$ cat config.mk
export PLATFORM = sky130hd
export DESIGN_NAME = score_cmd_arbiter_flat
export DESIGN_NICKNAME = d
export VERILOG_FILES = /design/src/rtl/score_cmd_if.sv /design/src/rtl/score_cmd_arbiter.sv /design/src/flat_wrapper.sv
export SDC_FILE = /design/constraint.sdc
export NUM_CORES = 1
export LEC_CHECK = 0
export CAP_MARGIN = 20
export CORE_MARGIN = 2
export CORE_UTILIZATION = 45
export CTS_BUF_LIST = sky130_fd_sc_hd__clkbuf_4 sky130_fd_sc_hd__clkbuf_8
export CTS_CLUSTER_DIAMETER = 60
export CTS_CLUSTER_SIZE = 24
export DETAILED_ROUTE_END_ITERATION = 7
export GPL_TIMING_DRIVEN = 1
export PLACE_DENSITY = 0.71
export SLEW_MARGIN = 20
export SYNTH_ARGS = -nofsm -noshare
export SYNTH_HDL_FRONTEND = slang
export SYNTH_SLANG_ARGS = --single-unit
export TNS_END_PERCENT = 100
$ cat constraint.sdc
create_clock -name clk -period 2.03 [get_ports clk]
set_input_delay 0.203 -clock clk [delete_from_list [all_inputs] [get_ports clk]]
set_output_delay 0.203 -clock clk [all_outputs]
set_load 0.01 [all_outputs]
$ cat src/rtl/score_cmd_if.sv
// Console-to-arbiter command bus: two request/op/ack channels, counter pulses,
// saturation flag and the BCD score mirror.
interface score_cmd_if;
    logic       req0;
    logic [1:0] op0;
    logic       ack0;
    logic       req1;
    logic [1:0] op1;
    logic       ack1;
    logic       sat;
    logic       inc;
    logic       dec;
    logic       clr;
    logic [3:0] score1;
    logic [3:0] score0;
    logic       busy;

    modport master (
        output req0, op0, req1, op1,
        input  ack0, ack1, sat, inc, dec, clr, score1, score0, busy
    );

    modport slave (
        input  req0, op0, req1, op1,
        output ack0, ack1, sat, inc, dec, clr, score1, score0, busy
    );
endinterface

$ cat src/rtl/score_cmd_arbiter.sv
// Round-robin arbiter feeding inc/dec/clr pulses from two referee consoles to a
// saturating 2-digit BCD score counter, with a local BCD mirror of the score.
module score_cmd_arbiter #(
    parameter int GAP_CYCLES = 2
) (
    input  logic         clk,
    input  logic         reset,
    score_cmd_if.slave   bus
);

    typedef enum logic [1:0] {IDLE, GRANT, ISSUE, GAP} state_t;

    localparam logic [1:0] OP_INC = 2'b01;
    localparam logic [1:0] OP_DEC = 2'b10;
    localparam logic [1:0] OP_CLR = 2'b11;

    localparam int GW = (GAP_CYCLES > 1) ? $clog2(GAP_CYCLES) : 1;
    localparam logic [GW-1:0] GAP_LAST = GW'((GAP_CYCLES > 0) ? GAP_CYCLES - 1 : 0);

    // Callers guarantee v != 99 for increment and v != 00 for decrement.
    function automatic logic [7:0] bcd_inc(input logic [7:0] v);
        if (v[3:0] == 4'd9)
            return {v[7:4] + 4'd1, 4'd0};
        else
            return {v[7:4], v[3:0] + 4'd1};
    endfunction

    function automatic logic [7:0] bcd_dec(input logic [7:0] v);
        if (v[3:0] == 4'd0)
            return {v[7:4] - 4'd1, 4'd9};
        else
            return {v[7:4], v[3:0] - 4'd1};
    endfunction

    state_t          state;
    logic [GW-1:0]   gap_cnt;
    logic            last_grant;
    logic            win_id;
    logic [1:0]      win_op;
    logic [7:0]      score;
    logic            ack0, ack1, sat, inc, dec, clr, busy;
    logic            any_req;
    logic            grant_sel;

    assign any_req   = bus.req0 | bus.req1;
    // On a tie the console that did not win last time goes next.
    assign grant_sel = (bus.req0 & bus.req1) ? ~last_grant : bus.req1;

    // Latched command is plain data; it only matters once GRANT is entered.
    always_ff @(posedge clk) begin
        if (state == IDLE && any_req) begin
            win_id <= grant_sel;
            win_op <= grant_sel ? bus.op1 : bus.op0;
        end
    end

    always_ff @(posedge clk) begin
        if (reset) begin
            state      <= IDLE;
            gap_cnt    <= '0;
            last_grant <= 1'b1;
            score      <= 8'h00;
            ack0       <= 1'b0;
            ack1       <= 1'b0;
            sat        <= 1'b0;
            inc        <= 1'b0;
            dec        <= 1'b0;
            clr        <= 1'b0;
            busy       <= 1'b0;
        end else begin
            ack0 <= 1'b0;
            ack1 <= 1'b0;
            sat  <= 1'b0;
            inc  <= 1'b0;
            dec  <= 1'b0;
            clr  <= 1'b0;
            case (state)
                IDLE: begin
                    if (any_req) begin
                        last_grant <= grant_sel;
                        busy       <= 1'b1;
                        state      <= GRANT;
                    end
                end
                GRANT: begin
                    ack0  <= ~win_id;
                    ack1  <= win_id;
                    state <= ISSUE;
                    case (win_op)
                        OP_INC: begin
                            if (score == 8'h99) sat <= 1'b1;
                            else                inc <= 1'b1;
                        end
                        OP_DEC: begin
                            if (score == 8'h00) sat <= 1'b1;
                            else                dec <= 1'b1;
                        end
                        OP_CLR:  clr <= 1'b1;
                        default: ;
                    endcase
                end
                ISSUE: begin
                    // Mirror follows the pulse just issued.
                    if (inc)      score <= bcd_inc(score);
                    else if (dec) score <= bcd_dec(score);
                    else if (clr) score <= 8'h00;
                    gap_cnt <= '0;
                    if (GAP_CYCLES == 0) begin
                        state <= IDLE;
                        busy  <= 1'b0;
                    end else begin
                        state <= GAP;
                    end
                end
                GAP: begin
                    if (gap_cnt == GAP_LAST) begin
                        state <= IDLE;
                        busy  <= 1'b0;
                    end else begin
                        gap_cnt <= gap_cnt + GW'(1);
                    end
                end
                default: state <= IDLE;
            endcase
        end
    end

    assign bus.ack0   = ack0;
    assign bus.ack1   = ack1;
    assign bus.sat    = sat;
    assign bus.inc    = inc;
    assign bus.dec    = dec;
    assign bus.clr    = clr;
    assign bus.busy   = busy;
    assign bus.score1 = score[7:4];
    assign bus.score0 = score[3:0];

endmodule
$ cat src/flat_wrapper.sv
// flat-port wrapper written by rule: the top's interface ports become plain ports
module score_cmd_arbiter_flat 
#(
    parameter int GAP_CYCLES = 2
)
  (clk, reset, bus_req0, bus_op0, bus_req1, bus_op1, bus_ack0, bus_ack1, bus_sat, bus_inc, bus_dec, bus_clr, bus_score1, bus_score0, bus_busy);
  score_cmd_if bus_i ();
  input  logic clk;
  input  logic reset;
  input wire logic [$bits(bus_i.req0)-1:0] bus_req0;
  input wire logic [$bits(bus_i.op0)-1:0] bus_op0;
  input wire logic [$bits(bus_i.req1)-1:0] bus_req1;
  input wire logic [$bits(bus_i.op1)-1:0] bus_op1;
  output wire logic [$bits(bus_i.ack0)-1:0] bus_ack0;
  output wire logic [$bits(bus_i.ack1)-1:0] bus_ack1;
  output wire logic [$bits(bus_i.sat)-1:0] bus_sat;
  output wire logic [$bits(bus_i.inc)-1:0] bus_inc;
  output wire logic [$bits(bus_i.dec)-1:0] bus_dec;
  output wire logic [$bits(bus_i.clr)-1:0] bus_clr;
  output wire logic [$bits(bus_i.score1)-1:0] bus_score1;
  output wire logic [$bits(bus_i.score0)-1:0] bus_score0;
  output wire logic [$bits(bus_i.busy)-1:0] bus_busy;
  assign bus_i.req0 = bus_req0;
  assign bus_i.op0 = bus_op0;
  assign bus_i.req1 = bus_req1;
  assign bus_i.op1 = bus_op1;
  assign bus_ack0 = bus_i.ack0;
  assign bus_ack1 = bus_i.ack1;
  assign bus_sat = bus_i.sat;
  assign bus_inc = bus_i.inc;
  assign bus_dec = bus_i.dec;
  assign bus_clr = bus_i.clr;
  assign bus_score1 = bus_i.score1;
  assign bus_score0 = bus_i.score0;
  assign bus_busy = bus_i.busy;
  score_cmd_arbiter #(.GAP_CYCLES(GAP_CYCLES)) u_core (.clk(clk), .reset(reset), .bus(bus_i));
endmodule
== Yosys cells after proc, flatten, opt, wreduce, memory -nomap -nowiden ==
Index checks and enable logic that the tools add are counted.
Cells by class
  add/sub/neg operators: 5
  equal/unequal tests: 12
  mux-type cells: 21
  bitwise operators: 7
  reductions and logical operators: 15
Operators with widths (number)
  $mux W8: 5
  $mux W1: 9
  $add A4 B1 Y4 const B: 2
  $eq A2 B2 Y1 const B: 4
  $eq A8 B8 Y1 const B: 1
  $logic_not A8 Y1: 1
  $pmux W2 S4: 1
  $sub A4 B1 Y4 const B: 2
  $mux W2: 3
  $pmux W1 S2: 3
  $reduce_and A2 Y1: 3
  $reduce_or A3 Y1: 2
  $not A1 Y1: 5
  $eq A2 B1 Y1 const B: 2
  $eq A4 B4 Y1 const B: 1
  $logic_not A4 Y1: 1
  $ne A2 B1 Y1 const B: 2
  $reduce_and A4 Y1: 1
  $reduce_bool A2 Y1: 2
  $ne A3 B2 Y1 const B: 1
  $reduce_and A3 Y1: 1
  $reduce_bool A3 Y1: 1
  $logic_not A2 Y1: 1
  $ne A2 B2 Y1 const B: 1
  other kinds (5): 5
Storage, ports and cells
  register bits after elaboration: 22
  input port bits: 8
  output and inout bits: 15
  logic and storage cells: 74

== Depth between registers and ports, before layout ==
  word-level depth: 4
  depth in mapped cells: 7
  gate-level depth less buffers: 7

== Worst setup path before layout ==
OpenSTA, ideal clock, no wires.
  kind: register to register
  start: reg u_core.score[1]
  end: reg u_core.score[7]
  setup time: 71 ps
  arrival time: 1741 ps
  data required time: 1959 ps
  path slack: 219 ps
  stages on the path, launching flop included: 7
  path buffers: 1
  period minus slack after synthesis: 1811 ps
  cell sequence: dfxtp_1 buf_6 or4_4 nor2_2 a221oi_1 or3_1 a21oi_1
On the way
  longest elaborated chain between the ends: 3
  elaborated cells between the ends (all ways): 5
  those cells by class: eq/ne (3); reduce/logical (2)
Ends and longest elaborated chain
  start, declared: line score_cmd_arbiter.sv:40  | logic [7:0] score;
  start signal, assigned: line score_cmd_arbiter.sv:104  | if (inc) score <= bcd_inc(score);
  start signal, assigned: line score_cmd_arbiter.sv:105  | else if (dec) score <= bcd_dec(score);
  $eq A4 B4 Y1 or $logic_not A4 Y1 (tied branches): line score_cmd_arbiter.sv:22, score_cmd_arbiter.sv:29
  $ne A2 B2 Y1 (no line) or $ne A3 B2 Y1 (tied branches)
  $reduce_and A4 Y1 (no line) *
Every way passes the cells marked *; elsewhere a longest branch is shown, timed or not.
A chain may end at the register's enable or synchronous reset.

== Final worst setup path ==
  start: reg u_core.score[3]
  end: reg u_core.score[7]
The elaborated chain is that of the path after synthesis.

==> results.md <==
- The post-place setup slack is 0.267 ns.
- The number of violations reported at the end of detailed-routing iteration 0 is 31.
- The final max-slew violation count came to 0.
- TritonCTS created 3 clock buffers.
- Entering global routing, the biggest net connects 15 pins.
- In this run the count of I/O pins placed on the die edge is 23.
- After synthesis, the largest area contributor takes up 30.3% of total cell area.
- The nature of the critical path endpoint is a flip-flop.
- Global routing finished with a remaining overflow of 0.
- The required time of the critical path is 2.26 ns.
- The net count of the mapped netlist is around 160.
- In this run the power density over the cells is approximately 720 nW/um^2.
- The row count is 19.
- The most critical setup path has its startpoint at u_core.score[3].
- The max-cap violation count is 0.
- Detailed placement finished with a half-perimeter wire length of 1.96 mm.
- The die is around 57 microns wide.
- The via count of the first global-routing pass is around 1100.
- The number of sinks on the clock net is 22.
- The largest individual stage delay along the critical path comes from the cell or4_4.
- In this design, the stage delay of the slowest critical-path cell is approximately 0.48 ns.
- Compared with the post-synthesis result, the final layout area differs by 23.6%.
- During placement, the flow inserted port buffers numbering 22.
- The classification of the worst setup path is reg2reg.
- After detailed routing, the average wire length per cell comes to between 10 and 15 microns.
- Traced cell by cell, the critical path runs through or4_4 -> nor2_2 -> a221oi_1 -> or3_1 -> a21oi_1.
- For this run, the detailed router's first-pass iteration total came to 4.
- The average size of a mapped cell is between 8 and 9 sq um.
- The worst-path maximum fanout is 11.
- The initial antenna violation count is 0.
- Ranked by total cell area, the synthesized netlist is headed by dfxtp_1 30%, ha_1 10%, edfxtp_1 7.2%.
- The run finished with clean final reports.
- The synthesized design contains 22 register bits.
- The die is approximately 57 microns tall.
- The number of buffers on the longest clock path is 2.
- For the worst-skew pair, the clock arrives at the later sink with an insertion delay of 0.30 ns.
- The worst path needs approximately 1.8 ns of the cycle, external delays included.
- The final worst setup slack is roughly 0.22 ns.
- The post-cts resize count is 0.
- The master cell of the clock root buffer is clkbuf_4.
- For this run, the register share of the synthesized area comes to about 37%.
- The predominant post-synthesis flop cell is dfxtp_1.
- In this run, synthesis inferred 3 flip-flops with an integrated enable.
- The tightest min-delay check is of the reg2reg type.
- In this run the most critical hold path is launched from u_core.win_id.
- The cell area that synthesis handed to floorplanning was 1260 sq um.
- After clock tree synthesis, the clock-pin slew on the worst setup and hold paths is 0.12 ns.
- The final hold violation count is 0.
- The number of nets with antenna violations after detailed routing is 0.
- Setup violations remaining at the end of the flow were counted as 0.
- The via count is between 1000 and 1500.
- The leakage power summed over all cells is ~0.58 nW.
- The maximum clock frequency is between 500 and 600 MHz.
- Buffers added to address setup during post-CTS repair amount to 0.
- The total power is roughly 0.0011 W.
- The clock skew is about 0.0050 ns.
- For this run, design rule violations remaining after detail routing come to 0.
- Yosys printed 0 warnings.
- The startpoint identified for the worst register-to-register timing path is u_core.score[3].
- The repair_antennas step left the layout with diodes totalling 0.
- After layout, the worst path uses around nine tenths of the clock period.
- The maximum resistive drop on vdd is around 730 uV.
- The cell accounting for the most synthesized area is dfxtp_1.
- The fraction of final layout cells sized beyond drive strength 1 is 10.6%.
- The clock tree from TritonCTS is built.
- The max-slew headroom at the worst pin is 64.5%.
- After detailed routing, the total wire length is 2.63 mm.
- The initial core utilization is 46.4%.
- Setup repair after global routing left no endpoint under its margin.
- The final estimated routing congestion in global placement is slightly below 0.9.
- Dividing the detail-routed via count by the number of cells gives ~5.7.
- In this run, distinct cell masters in the synthesized netlist total between 40 and 50.
- In the post-synthesis netlist, the cell with the most instances is dfxtp_1.
- The core region area is about 2700 sq um.
- The startpoint kind of the worst setup timing path is a flip-flop.
- The cell count after synthesis came out at 145.
- The die outline area is 3230 sq um.
- For this run, the total global-route usage over all layers was measured as around 18%.
- The data arrival time of the critical path is roughly 2 ns.
- The async set-or-reset flop fraction in the synthesized netlist is 0%.
- The commonest cells after synthesis are 19 x dfxtp_1, 14 x nor2_1, 11 x a21oi_1.
- The net count of the finished layout is 189.
- For the pin with the worst max-slew slack, the measured transition is 0.528 ns.
- The H-tree depth reported by CTS is 1.
- The accumulated negative setup slack is 0 ns.
- The wire length of the first global-routing pass is about 4.6 mm.
- The number of hold buffers added after cts is 0.
## routing by layer
| metal | vias up | global-route usage (%) | wire, microns |
|---|---|---|---|
| li1 | 572 | - | - |
| met1 | 541 | 21.4 | 1210 |
| met2 | 31 | 31.1 | 1280 |
| met3 | 4 | 4.61 | 121 |
| met4 | 0 | 3.99 | 21 |
| met5 | - | 0 | 0 |
## per-stage QoR
step	hold slack (ns)	area (sq um)	utilization [%]	std cells
final	0.455	1550	57.3	201
after global routing	0.467	1550	57.3	201
after CTS	0.453	1550	57.3	201
after detailed placement	0.435	1520	56.2	197
after global placement	0.411	1520	56.2	197
after floorplan	0.276	1260	-	145
## final timing paths
check / end / slack (ns) / cells past startpoint
min reg2reg: u_core.bus.ack0 / 0.45 / 1
min: u_core.bus.ack0 / 0.45 / 1
max reg2reg: u_core.score[7] / 0.22 / 5
max: u_core.score[7] / 0.22 / 5
## worst max-delay path, delay by kind of cell (launching register included)
| family | cells | cell delay [ns] |
|---|---|---|
| compound gates | 2 | 0.25 |
| flops | 1 | 0.44 |
| simple gates | 3 | 1.06 |
## registers in the layout (all words and copies together), names as in the netlist
register / cells
u_core.win_id: 1
u_core.bus.inc: 1
u_core.score: 8
u_core.bus.sat: 1
u_core.last_grant: 1
u_core.bus.dec: 1
u_core.gap_cnt: 1
u_core.bus.ack0: 1
u_core.state: 2
u_core.bus.clr: 1
u_core.bus.ack1: 1
u_core.bus.busy: 1
u_core.win_op: 2
## power breakdown
group          total, W  internal (W)  switching (W)
Sequential     0.000578      0.000521      0.0000565
Combinational  0.000332      0.000172       0.000159
Clock          0.000216     0.0000899       0.000126
Total           0.00113      0.000783       0.000342
## logic make-up (layout without fill, tap and decap cells)
group           count (synthesis)  after routing  share of synthesized area (%)
mux                             6              6                           4.98
compound gates                 40             40                           20.8
simple gates                   52             52                           21.7
fa+ha+maj                      10             10                           9.96
buf+inv                        15             40                           5.08
flops                          22             22                           37.5
## layout make-up
cell class | instances | area [sq um]
Clock buffer | 4 | 30.0
Fill cell | 249 | 1160
Inverter | 9 | 33.8
Multi-Input combinational cell | 108 | 722
Sequential cell | 22 | 470
Tap cell | 31 | 38.8
Timing Repair Buffer | 27 | 258
## placed cells by master, fill, tap and decap left out, types with 2 or more instances in the layout
master / synthesis / final
nor2_1: 14 / 14
o21ai_0: 7 / 7
clkbuf_4: 0 / 4
mux2_2: 2 / 2
mux2i_1: 4 / 4
nand2b_1: 4 / 4
edfxtp_1: 3 / 3
a22oi_1: 2 / 2
a31oi_1: 2 / 2
or3_1: 2 / 2
nand4_1: 3 / 3
buf_4: 0 / 5
nor3_1: 4 / 4
nor2b_1: 4 / 4
o211ai_1: 2 / 2
a221oi_1: 2 / 2
and2_1: 2 / 2
ha_1: 10 / 10
dfxtp_1: 19 / 19
a21oi_1: 11 / 11
o22ai_1: 2 / 2
nand2_1: 9 / 9
a211oi_1: 3 / 3
o31ai_1: 2 / 2
clkdlybuf4s50_1: 0 / 22
inv_1: 9 / 9
Power figures use the tool's default switching activity.
